<file path="src/rtl/ddr2_cmd_decoder.sv">
`default_nettype none
// ============================================================================
// Module      : ddr2_cmd_decoder
// Description : DDR2 command-bus receiver. It decodes commands, tracks the
//               open/closed state and open row of each bank, captures MR0,
//               and flags tRCD/tRP/tRFC and bank-state protocol errors.
// Revision    : 1.0 - initial release
// ============================================================================
module ddr2_cmd_decoder #(
    parameter  int BA_BITS   = 3,
    parameter  int ADDR_BITS = 14,
    parameter  int TRCD      = 3,
    parameter  int TRP       = 3,
    parameter  int TRFC      = 26,
    parameter  int TAP       = 5,
    localparam int NUM_BANKS = 2**BA_BITS
) (
    input  logic                           ck,
    input  logic                           rst,
    input  logic                           cke,
    input  logic                           cs_n,
    input  logic                           ras_n,
    input  logic                           cas_n,
    input  logic                           we_n,
    input  logic [BA_BITS-1:0]             ba,
    input  logic [ADDR_BITS-1:0]           addr,
    input  logic                           err_clr,
    output logic                           cmd_valid,
    output logic [2:0]                     cmd_code,
    output logic [BA_BITS-1:0]             cmd_ba,
    output logic [ADDR_BITS-1:0]           cmd_addr,
    output logic [NUM_BANKS-1:0]           bank_open,
    output logic                           row_hit,
    output logic [2:0]                     mr_bl,
    output logic [2:0]                     mr_cl,
    output logic                           mr_valid,
    output logic [5:0]                     err,
    output logic [NUM_BANKS*ADDR_BITS-1:0] bank_row
);

    localparam int c_MAX_A = (TRCD > TRP)    ? TRCD    : TRP;
    localparam int c_MAX_B = (TAP > TRFC)    ? TAP     : TRFC;
    localparam int c_MAX_T = (c_MAX_A > c_MAX_B) ? c_MAX_A : c_MAX_B;
    localparam int c_CNT_W = $clog2(c_MAX_T) + 1;

    localparam logic [c_CNT_W-1:0] c_TRCD_LD = c_CNT_W'(TRCD - 1);
    localparam logic [c_CNT_W-1:0] c_TRP_LD  = c_CNT_W'(TRP - 1);
    localparam logic [c_CNT_W-1:0] c_TRFC_LD = c_CNT_W'(TRFC - 1);
    localparam logic [c_CNT_W-1:0] c_TAP_LD  = c_CNT_W'(TAP - 1);
    localparam logic [c_CNT_W-1:0] c_ONE     = c_CNT_W'(1);

    localparam logic [2:0] c_CMD_NOP  = 3'd0;
    localparam logic [2:0] c_CMD_ACT  = 3'd1;
    localparam logic [2:0] c_CMD_RD   = 3'd2;
    localparam logic [2:0] c_CMD_WR   = 3'd3;
    localparam logic [2:0] c_CMD_PRE  = 3'd4;
    localparam logic [2:0] c_CMD_REF  = 3'd5;
    localparam logic [2:0] c_CMD_LMR  = 3'd6;
    localparam logic [2:0] c_CMD_RSVD = 3'd7;

    logic [2:0]           w_code;
    logic                 w_valid;
    logic                 w_act, w_rw, w_pre, w_ref, w_lmr, w_rsvd;
    logic [NUM_BANKS-1:0] w_bank_open;
    logic [NUM_BANKS-1:0] w_trcd_nz;
    logic [NUM_BANKS-1:0] w_trp_nz;
    logic [5:0]           w_err_set;

    logic                 r_cmd_valid;
    logic [2:0]           r_cmd_code;
    logic [BA_BITS-1:0]   r_cmd_ba;
    logic [ADDR_BITS-1:0] r_cmd_addr;
    logic                 r_row_hit;
    logic [2:0]           r_mr_bl;
    logic [2:0]           r_mr_cl;
    logic                 r_mr_valid;
    logic [5:0]           r_err;
    logic [c_CNT_W-1:0]   r_trfc_cnt;

    always_comb begin
        w_code = c_CMD_NOP;
        case ({ras_n, cas_n, we_n})
            3'b000:  w_code = c_CMD_LMR;
            3'b001:  w_code = c_CMD_REF;
            3'b010:  w_code = c_CMD_PRE;
            3'b011:  w_code = c_CMD_ACT;
            3'b100:  w_code = c_CMD_WR;
            3'b101:  w_code = c_CMD_RD;
            3'b110:  w_code = c_CMD_RSVD;
            default: w_code = c_CMD_NOP;
        endcase
    end

    // Power-down (cke low) and deselect both suppress the command entirely.
    assign w_valid = cke && !cs_n && (w_code != c_CMD_NOP);
    assign w_act   = w_valid && (w_code == c_CMD_ACT);
    assign w_rw    = w_valid && ((w_code == c_CMD_RD) || (w_code == c_CMD_WR));
    assign w_pre   = w_valid && (w_code == c_CMD_PRE);
    assign w_ref   = w_valid && (w_code == c_CMD_REF);
    assign w_lmr   = w_valid && (w_code == c_CMD_LMR);
    assign w_rsvd  = w_valid && (w_code == c_CMD_RSVD);

    // Checks use the bank state held before this edge.
    always_comb begin
        w_err_set    = '0;
        w_err_set[0] = w_act && w_bank_open[ba];
        w_err_set[1] = w_rw  && !w_bank_open[ba];
        w_err_set[2] = w_rw  && w_trcd_nz[ba];
        w_err_set[3] = w_act && w_trp_nz[ba];
        w_err_set[4] = w_ref && (|w_bank_open);
        w_err_set[5] = w_rsvd || (w_valid && (r_trfc_cnt != '0));
    end

    for (genvar b = 0; b < NUM_BANKS; b++) begin : g_bank
        logic                 r_open;
        logic [ADDR_BITS-1:0] r_row;
        logic [c_CNT_W-1:0]   r_trcd;
        logic [c_CNT_W-1:0]   r_trp;
        logic                 w_sel;

        assign w_sel = (ba == BA_BITS'(b));

        always_ff @(posedge ck) begin
            if (rst) begin
                r_open <= 1'b0;
                r_row  <= '0;
                r_trcd <= '0;
                r_trp  <= '0;
            end else begin
                r_trcd <= (r_trcd != '0) ? r_trcd - c_ONE : '0;
                r_trp  <= (r_trp  != '0) ? r_trp  - c_ONE : '0;
                if (w_act && w_sel) begin
                    r_open <= 1'b1;
                    r_row  <= addr;
                    r_trcd <= c_TRCD_LD;
                end
                if (w_rw && w_sel && addr[10]) begin
                    r_open <= 1'b0;
                    r_trp  <= c_TAP_LD;
                end
                // Precharging an already closed bank leaves its timer alone.
                if (w_pre && (addr[10] || w_sel) && r_open) begin
                    r_open <= 1'b0;
                    r_trp  <= c_TRP_LD;
                end
            end
        end

        assign w_bank_open[b] = r_open;
        assign w_trcd_nz[b]   = |r_trcd;
        assign w_trp_nz[b]    = |r_trp;
        assign bank_row[b*ADDR_BITS +: ADDR_BITS] = r_row;
    end

    always_ff @(posedge ck) begin
        if (rst) begin
            r_cmd_valid <= 1'b0;
            r_cmd_code  <= c_CMD_NOP;
            r_cmd_ba    <= '0;
            r_cmd_addr  <= '0;
            r_row_hit   <= 1'b0;
            r_mr_bl     <= '0;
            r_mr_cl     <= '0;
            r_mr_valid  <= 1'b0;
            r_err       <= '0;
            r_trfc_cnt  <= '0;
        end else begin
            r_cmd_valid <= w_valid;
            r_row_hit   <= w_rw && w_bank_open[ba];
            r_trfc_cnt  <= (r_trfc_cnt != '0) ? r_trfc_cnt - c_ONE : '0;
            if (w_valid) begin
                r_cmd_code <= w_code;
                r_cmd_ba   <= ba;
                r_cmd_addr <= addr;
            end
            if (w_ref) begin
                r_trfc_cnt <= c_TRFC_LD;
            end
            if (w_lmr && (ba == '0)) begin
                r_mr_bl    <= addr[2:0];
                r_mr_cl    <= addr[6:4];
                r_mr_valid <= 1'b1;
            end
            // New violations win over a simultaneous clear.
            r_err <= (r_err & ~{6{err_clr}}) | w_err_set;
        end
    end

    assign cmd_valid = r_cmd_valid;
    assign cmd_code  = r_cmd_code;
    assign cmd_ba    = r_cmd_ba;
    assign cmd_addr  = r_cmd_addr;
    assign bank_open = w_bank_open;
    assign row_hit   = r_row_hit;
    assign mr_bl     = r_mr_bl;
    assign mr_cl     = r_mr_cl;
    assign mr_valid  = r_mr_valid;
    assign err       = r_err;

endmodule
`default_nettype wire

</file>
<file path="config.mk">
export PLATFORM = sky130hd
export DESIGN_NAME = ddr2_cmd_decoder
export DESIGN_NICKNAME = d
export VERILOG_FILES = /design/src/rtl/ddr2_cmd_decoder.sv
export SDC_FILE = /design/constraint.sdc
export NUM_CORES = 1
export LEC_CHECK = 0
export BUFFER_PORTS_ARGS = -buffer_cell sky130_fd_sc_hd__buf_4
export CAP_MARGIN = 30
export CELL_PAD_IN_SITES_DETAIL_PLACEMENT = 1
export CELL_PAD_IN_SITES_GLOBAL_PLACEMENT = 1
export CORE_MARGIN = 2
export CORE_UTILIZATION = 40
export CTS_CLUSTER_SIZE = 16
export DETAILED_ROUTE_END_ITERATION = 10
export HOLD_SLACK_MARGIN = 0.06
export PLACE_DENSITY_LB_ADDON = 0.1
export SYNTH_ARGS = -nofsm -noshare
export SYNTH_HDL_FRONTEND = slang
export SYNTH_SLANG_ARGS = --single-unit
</file>
<file path="constraint.sdc">
create_clock -name ck -period 2.15 [get_ports ck]
set_input_delay 0.1075 -clock ck [delete_from_list [all_inputs] [get_ports ck]]
set_output_delay 0.1075 -clock ck [all_outputs]
set_load 0.02 [all_outputs]
</file>
==> impl_metrics.yaml, run 1 <==
sta:
  final_hold_viol_count: 0
  timing.fmax_mhz: 493
  totalNegativeSetupSlack_ns: 0
  final_worst_clock_skew_ns: 0.0180
  final.min_clock_period_ns: 2.03
  finalCritPeriodShare_pct: 94.4
  timing_max_transition_violations_final: 0
  setup_violations: 0
  timing_worst_slew_pin_value_ns: 0.671
  grt_setup_unrepaired: "no"
  max-slew-margin-rel_pct: 55.3
  timing.hold.ws_ns: 0.437
yosys:
  synth.mux.area_fraction_pct: 1.45
  synth-xor-area-share_pct: 5.00
  synthesis.nets: 1354
  synthSimpleGateAreaFrac_pct: 25.5
  flip_flop_and_latch_count_after_synthesis: 257
  compound_gate_fraction_of_synth_area_pct: 10.9
  synth.yosys.seq_area_share_pct: 48.2
  synthesis.instances: 1303
  syn-cell-area_mm2: 0.0107
  synth.lib_cells_used.distinct: 58
  synth_edf_count: 0
  postSynthAreaPerCell_um2: 8.19
  synth_async_sr_flop_share_pct: 0
  yosys.area_share.adder_pct: 3.15
  yosys_most_used_dff: "sky130_fd_sc_hd__dfxtp_1"
  synth_top_family_by_area: "simple AND/OR/NAND/NOR gates"
  yosys_warnings: 0
clocking:
  clk_pin_slew_worst_paths_ns: 0.06
  tritoncts: "done"
  numCtsBuffers: 29
  htreeDepth: 1
  cts_post_setup_buffers_inserted: 0
  cts.sink_count: 257
  cts.root.buffer_cell: "sky130_fd_sc_hd__clkbuf_16"
  ctsLongestPathBuffers: 3
  clock_latency_ns: 0.56
power:
  power_density_cells_mw_per_mm2: 1150
  combPwrFrac_pct: 29.0
  switching_share_of_power_pct: 32.2
  ir_drop_uv: 662
  power.share.sequential_pct: 38.5
  int_power_mw: 10.6
  clockPowerShare_pct: 32.5
  total_power_mw: 15.6
  power.net_switching_mw: 5.03
  power.leakage_nw: 5.64
grt:
  pin_count_of_the_biggest_net_entering_global_routing: 59
  grt_pass1_wl_um: 54100
  grt_antenna_before_repair: 0
  via_count_of_the_first_global_routing_pass: 9840
  groute.usage.overall_pct: 24.2
  overflow: 0
die:
  die_width_um: 167
  number_of_core_rows: 59
  design.core.area_mm2: 0.0261
  floorplan.initialDensity_pct: 40.9
  io_pins: 180
  design.die.area_mm2: 0.0280
  chipHeight_um: 167
finish:
  finalInstanceArea_mm2: 0.0136
  final_layout_size_suffix_gt1_share_pct: 20.2
  most-common-layout-cells: "sky130_fd_sc_hd__nand2_1, sky130_fd_sc_hd__dfxtp_1, sky130_fd_sc_hd__buf_4, sky130_fd_sc_hd__a21oi_1, sky130_fd_sc_hd__nor2_1"
  diodes: 0
  finalNetCount: 1546
  utilization_pct: 52.1
  most_common_cell_after_layout_fill_and_taps_aside: "sky130_fd_sc_hd__nand2_1"
  fillCellCount: 3123
  areaGrowthSynthToFinish_pct: 27.6
routing:
  wirelength_um: 34100
  detailedRoute.firstIterationViolations: 449
  wl_per_cell_um: 18.4
  detail_route.vias_per_cell: 5.11
  remaining_drc_errors: 4
  detailroute.via_count: 9455
  drtPass1Iterations: 7
  final_antenna_net_count: 0
worst_setup_path:
  critPathMaxStageDelay_ns: 0.54
  timing.critical_path.cells: "dlygate4sd3_1 -> buf_4 -> inv_1 -> ha_1 -> nand3b_1 -> a21oi_2 -> buf_12 -> and3_1 -> buf_12 -> nand2_1 -> a21oi_1"
  path_class: "in2reg"
  endpoint_kind: "register"
  crit_arrival_ns: 2.51
  crit_path_frequent_cell: "sky130_fd_sc_hd__buf_12"
  slowest_stage_cell_cp: "sky130_fd_sc_hd__dlygate4sd3_1"
  reg2reg_to: "err[2]"
  critical_path.startpoint_type: "primary input"
  crit_fanout: 29
  reg2reg_start: "g_bank[5].r_trcd[0]"
  ff2ff_setup_slack_ns: 0.16
  data_required_time_of_the_critical_path_ns: 2.63
  depth_of_the_worst_register_to_register_path: 7
run:
  maxCapViolations: 0
run_status:
  outcome: "finished, violations left"
  violations: "DRC"
worst_hold_path:
  timing.hold.worst.start: "g_bank[3].r_trcd[0]"
  min_path_type: "reg2reg"
  whs_endpoint: "g_bank[3].r_trcd[0]"
  hold_path_depth: 1
placement:
  placement.cell_area_mm2: 0.0124
  hpwl_um: 23500
  globalplace.congestion: 0.833
  numPortBuffers: 179
-- logic make-up (layout without fill, tap and decap cells) --
family | after synthesis | count (layout)
DFF | 257 | 257
buffers and inverters | 125 | 339
and+or+nand+nor | 611 | 611
muxes | 13 | 13
xor gates and xnor gates | 61 | 61
adders and majority gates | 27 | 27
AOI/OAI and AO/OA | 209 | 209
-- sequential cells by signal (all words and copies together), names as in the netlist --
name / flops
g_bank.r_trcd: 48
cmd_ba: 3
row_hit: 1
r_trfc_cnt: 6
err: 6
cmd_code: 3
mr_cl: 3
cmd_valid: 1
g_bank.r_row: 112
g_bank.r_open: 8
g_bank.r_trp: 48
mr_bl: 3
cmd_addr: 14
mr_valid: 1
-- final cells by class --
class	instances	area [um2]	area share, %
Tap cell	335	419	3.08
Multi-Input combinational cell	921	4930	36.2
Inverter	41	154	1.13
Timing Repair Buffer	245	1990	14.6
Clock inverter	9	130	0.955
Clock buffer	44	852	6.25
Sequential cell	257	5140	37.8
-- cells in the mapped netlist (5+ instances only) --
| cell | number | area, um2 |
|---|---|---|
| sky130_fd_sc_hd__mux2i_1 | 11 | 110 |
| sky130_fd_sc_hd__nor4_1 | 5 | 31.3 |
| sky130_fd_sc_hd__buf_2 | 33 | 165 |
| sky130_fd_sc_hd__inv_1 | 41 | 154 |
| sky130_fd_sc_hd__a21oi_1 | 161 | 806 |
| sky130_fd_sc_hd__xnor2_1 | 29 | 254 |
| sky130_fd_sc_hd__o21ai_0 | 14 | 70.1 |
| sky130_fd_sc_hd__clkbuf_1 | 29 | 109 |
| sky130_fd_sc_hd__nand3_1 | 23 | 115 |
| sky130_fd_sc_hd__nor2_1 | 131 | 492 |
| sky130_fd_sc_hd__or3_4 | 6 | 67.6 |
| sky130_fd_sc_hd__nor3b_1 | 5 | 37.5 |
| sky130_fd_sc_hd__xor2_1 | 32 | 280 |
| sky130_fd_sc_hd__buf_4 | 16 | 120 |
| sky130_fd_sc_hd__nand2b_1 | 15 | 93.8 |
| sky130_fd_sc_hd__nor3_1 | 36 | 180 |
| sky130_fd_sc_hd__ha_1 | 26 | 325 |
| sky130_fd_sc_hd__or2_2 | 11 | 68.8 |
| sky130_fd_sc_hd__nor2b_1 | 5 | 31.3 |
| sky130_fd_sc_hd__or3_1 | 8 | 50.1 |
| sky130_fd_sc_hd__and3_1 | 15 | 93.8 |
| sky130_fd_sc_hd__nand2_1 | 319 | 1200 |
| sky130_fd_sc_hd__dfxtp_1 | 257 | 5140 |
| sky130_fd_sc_hd__and2_1 | 8 | 50.1 |
-- metal layers --
layer	wire length (um)	vias to the layer above	global-route usage, %	part of all wire, %
li1	-	4624	-	-
met5	0	-	0	0
met2	16400	194	42.1	48
met3	2030	56	5.32	6.0
met4	760	0	6.16	2.2
met1	14900	4581	30.4	44
-- power by group through the flow --
stage               clock (mW)  sequential [mW]  combinational [mW]
floorplan                    0             6.00                3.42
global placement             0             6.08                4.28
detailed placement           0             6.11                4.48
CTS                       5.17             6.02                4.59
global route              5.38             6.12                5.19
finish                    5.07             6.02                4.54
-- critical path: cells and delay by family --
| family | cells | cell delay (ns) |
|---|---|---|
| AO/OA/AOI/OAI | 2 | 0.34 |
| adder cells (fa/ha/maj) | 1 | 0.31 |
| AND/OR/NAND/NOR | 3 | 0.59 |
| buffers and inverters | 5 | 1.13 |
-- worst max path at each step --
stage / from / end / slack (ns) / cells after the start
finish: ras_n / g_bank[2].r_row[5] / 0.12 / 11
global route: ras_n / g_bank[2].r_row[4] / 0.01 / 11
CTS: ras_n / g_bank[7].r_trp[0] / 0.08 / 10
detailed placement: ras_n / g_bank[7].r_trp[0] / 0.08 / 9
global placement: ras_n / g_bank[4].r_trp[5] / 0.21 / 9
floorplan: ras_n / g_bank[4].r_row[13] / 0.42 / 10
-- stage by stage --
step,std cells,setup slack [ns]
after global placement,1774,0.209
after CTS,1852,0.0809
after detailed placement,1774,0.0845
after global routing,1852,0.0118
after floorplan,1303,0.424
final,1852,0.120
-- repair_timing --
action / CTS / global route
endpoints found under the hold margin: 152 / 0
setup endpoints to repair: 0 / 14
hold buffers: 25 / 0
gates resized for setup: 0 / 3
Power figures use the tool's default switching activity.
==> inputs of run 2 (changes only) <==
PLACE_DENSITY = 0.75   (was default)
PLACE_DENSITY_LB_ADDON = default   (was 0.1)
==> impl_metrics.yaml, run 2 (synthesis results as in run 1) <==
finish:
  final-instance-count-excl-fill: 1849
  most_common_cell_after_layout_fill_and_taps_aside: "sky130_fd_sc_hd__nand2_1"
  most-common-layout-cells: "sky130_fd_sc_hd__nand2_1, sky130_fd_sc_hd__dfxtp_1, sky130_fd_sc_hd__buf_4, sky130_fd_sc_hd__a21oi_1, sky130_fd_sc_hd__nor2_1"
  layout_top_registers: "g_bank.r_row (112), g_bank.r_trcd (48), g_bank.r_trp (48)"
  final_layout_size_suffix_gt1_share_pct: 20.3
  top_register: "g_bank.r_row"
  fillCellCount: 3136
  areaGrowthSynthToFinish_pct: 28.2
  finalNetCount: 1542
  area.sequential_mm2: 0.00514
  diodes: 0
  utilization_pct: 52.4
  multiInputGateArea_mm2: 0.00493
  largest_register_ff_count: 112
sta:
  max-slew-margin-rel_pct: 55.3
  timing.fmax_mhz: 492
  timing_max_transition_violations_final: 0
  timing_worst_slew_pin_value_ns: 0.670
  finalCritPeriodShare_pct: 94.5
  grt_setup_unrepaired: "no"
  setup_violations: 0
  totalNegativeSetupSlack_ns: 0
  final_hold_viol_count: 0
  final_worst_clock_skew_ns: 0.00749
  final.min_clock_period_ns: 2.03
  timing.hold.ws_ns: 0.141
grt:
  pin_count_of_the_biggest_net_entering_global_routing: 76
  grt_pass1_wl_um: 54200
  groute.usage.overall_pct: 24.1
  overflow: 0
  grt_antenna_before_repair: 0
  via_count_of_the_first_global_routing_pass: 10100
run:
  maxCapViolations: 0
die:
  design.die.area_mm2: 0.0280
  number_of_core_rows: 59
  design.core.area_mm2: 0.0261
  floorplan.initialDensity_pct: 40.9
  chipHeight_um: 167
  io_pins: 180
  die_width_um: 167
worst_setup_path:
  data_required_time_of_the_critical_path_ns: 2.63
  depth_of_the_worst_register_to_register_path: 7
  crit_arrival_ns: 2.51
  reg2reg_start: "g_bank[5].r_trcd[0]"
  critical_path.startpoint_type: "primary input"
  cp_num_buf_inv: 4
  critPathMaxStageDelay_ns: 0.56
  timing.critical_path.cells: "dlygate4sd3_1 -> buf_4 -> ha_2 -> nand3b_1 -> a21oi_2 -> buf_12 -> and3_1 -> buf_12 -> or3_4 -> nor2_1"
  slowest_stage_cell_cp: "sky130_fd_sc_hd__dlygate4sd3_1"
  crit_fanout: 29
  path_class: "in2reg"
  worst_path_dominant_cell_family: "buffers and inverters"
  crit_path_frequent_cell: "sky130_fd_sc_hd__buf_12"
  ff2ff_setup_slack_ns: 0.24
  reg2reg_to: "err[2]"
  endpoint_kind: "register"
clocking:
  ctsLongestPathBuffers: 3
  numCtsBuffers: 29
  clock_latency_ns: 0.55
  htreeDepth: 1
  cts_post_setup_buffers_inserted: 0
  tritoncts: "done"
  clk_pin_slew_worst_paths_ns: 0.06
  cts.sink_count: 257
  cts.root.buffer_cell: "sky130_fd_sc_hd__clkbuf_16"
routing:
  detail_route.vias_per_cell: 5.18
  wl_per_cell_um: 18.4
  detailedRoute.firstIterationViolations: 439
  drtPass1Iterations: 7
  detailroute.via_count: 9569
  final_antenna_net_count: 0
  wirelength_um: 34100
  remaining_drc_errors: 7
power:
  combPwrFrac_pct: 28.0
  power.net_switching_mw: 5.05
  ir_drop_uv: 592
  power.share.sequential_pct: 37.5
  int_power_mw: 11.0
  clockPowerShare_pct: 34.5
  power_density_cells_mw_per_mm2: 1170
  switching_share_of_power_pct: 31.5
  power.leakage_nw: 5.67
run_status:
  outcome: "finished, violations left"
  violations: "DRC"
placement:
  hpwl_um: 23200
  number_of_instances_in_the_placed_design: 1770
  numPortBuffers: 179
  globalplace.congestion: 0.814
worst_hold_path:
  whs_endpoint: "cmd_code[1]"
  min_path_type: "in2reg"
  timing.hold.worst.start: "ras_n"
  hold_path_depth: 4
## run 2: cell count changes in the layout (fill, tap and decap cells not counted), moves of 2 or more
| cell | delta |
|---|---|
| sky130_fd_sc_hd__clkbuf_8 | +2 |
| sky130_fd_sc_hd__a31oi_2 | -2 |
| sky130_fd_sc_hd__clkinv_4 | +2 |
| sky130_fd_sc_hd__clkbuf_1 | -4 |
| sky130_fd_sc_hd__bufinv_16 | +3 |
| sky130_fd_sc_hd__a31oi_1 | +2 |
| sky130_fd_sc_hd__buf_4 | -4 |
## run 2: area by class of cell
cell class	instances	area share, %
Inverter	41	1.12
Multi-Input combinational cell	921	36.0
Timing Repair Buffer	241	14.3
Tap cell	335	3.06
Sequential cell	257	37.6
Clock inverter	12	1.64
Clock buffer	42	6.32
## run 2: power groups by stage
stage | sequential (mW) | combinational (mW) | clock [mW]
finish | 6.02 | 4.49 | 5.54
global route | 6.12 | 5.13 | 5.84
CTS | 6.02 | 4.54 | 5.63
detailed placement | 6.10 | 4.42 | 0
global placement | 6.07 | 4.22 | 0
floorplan | 6.00 | 3.42 | 0
## run 2: stage by stage
step	area [um2]	setup WS [ns]	power, mW
floorplan	10700	0.424	9.43
global placement	12300	0.0989	10.3
detailed placement	12300	0.0371	10.5
CTS	13700	0.0564	16.2
global route	13700	0.0483	17.1
finish	13700	0.119	16.1
## run 2: worst max-delay path by stage
stage,from,to,slack [ns],cells after the start
3_3_place_gp,ras_n,g_bank[0].r_trp[5],0.1,9
3_5_place_dp,ras_n,g_bank[0].r_trp[0],0.04,9
6_report,we_n,g_bank[7].r_trcd[3],0.12,10
2_1_floorplan,ras_n,g_bank[4].r_row[13],0.42,10
5_1_grt,we_n,g_bank[4].r_trp[4],0.05,8
4_1_cts,we_n,g_bank[0].r_row[11],0.06,10
## run 2: worst reg2reg max path: cells and delay by family, from the launching register on
kind	cells	cell delay (ns)
simple gates	2	0.85
flops	1	0.32
compound gates	2	0.25
fa+ha+maj	1	0.18
mux	1	0.13
buf+inv	1	0.06
## run 2: per-layer routing
metal | up-vias | global-route usage [%] | part of all wire, %
li1 | 4621 | - | -
met1 | 4683 | 29.6 | 43
met2 | 212 | 42.8 | 48
met3 | 53 | 5.48 | 5.9
met4 | 0 | 6.01 | 2.1
met5 | - | 0 | 0
## run 2: repair_timing
action / 4_1_cts / 5_1_grt
endpoints found under the setup margin: 0 / 9
hold buffers: 25 / 0
gates resized for setup: 0 / 4
endpoints found under the hold margin: 144 / 0
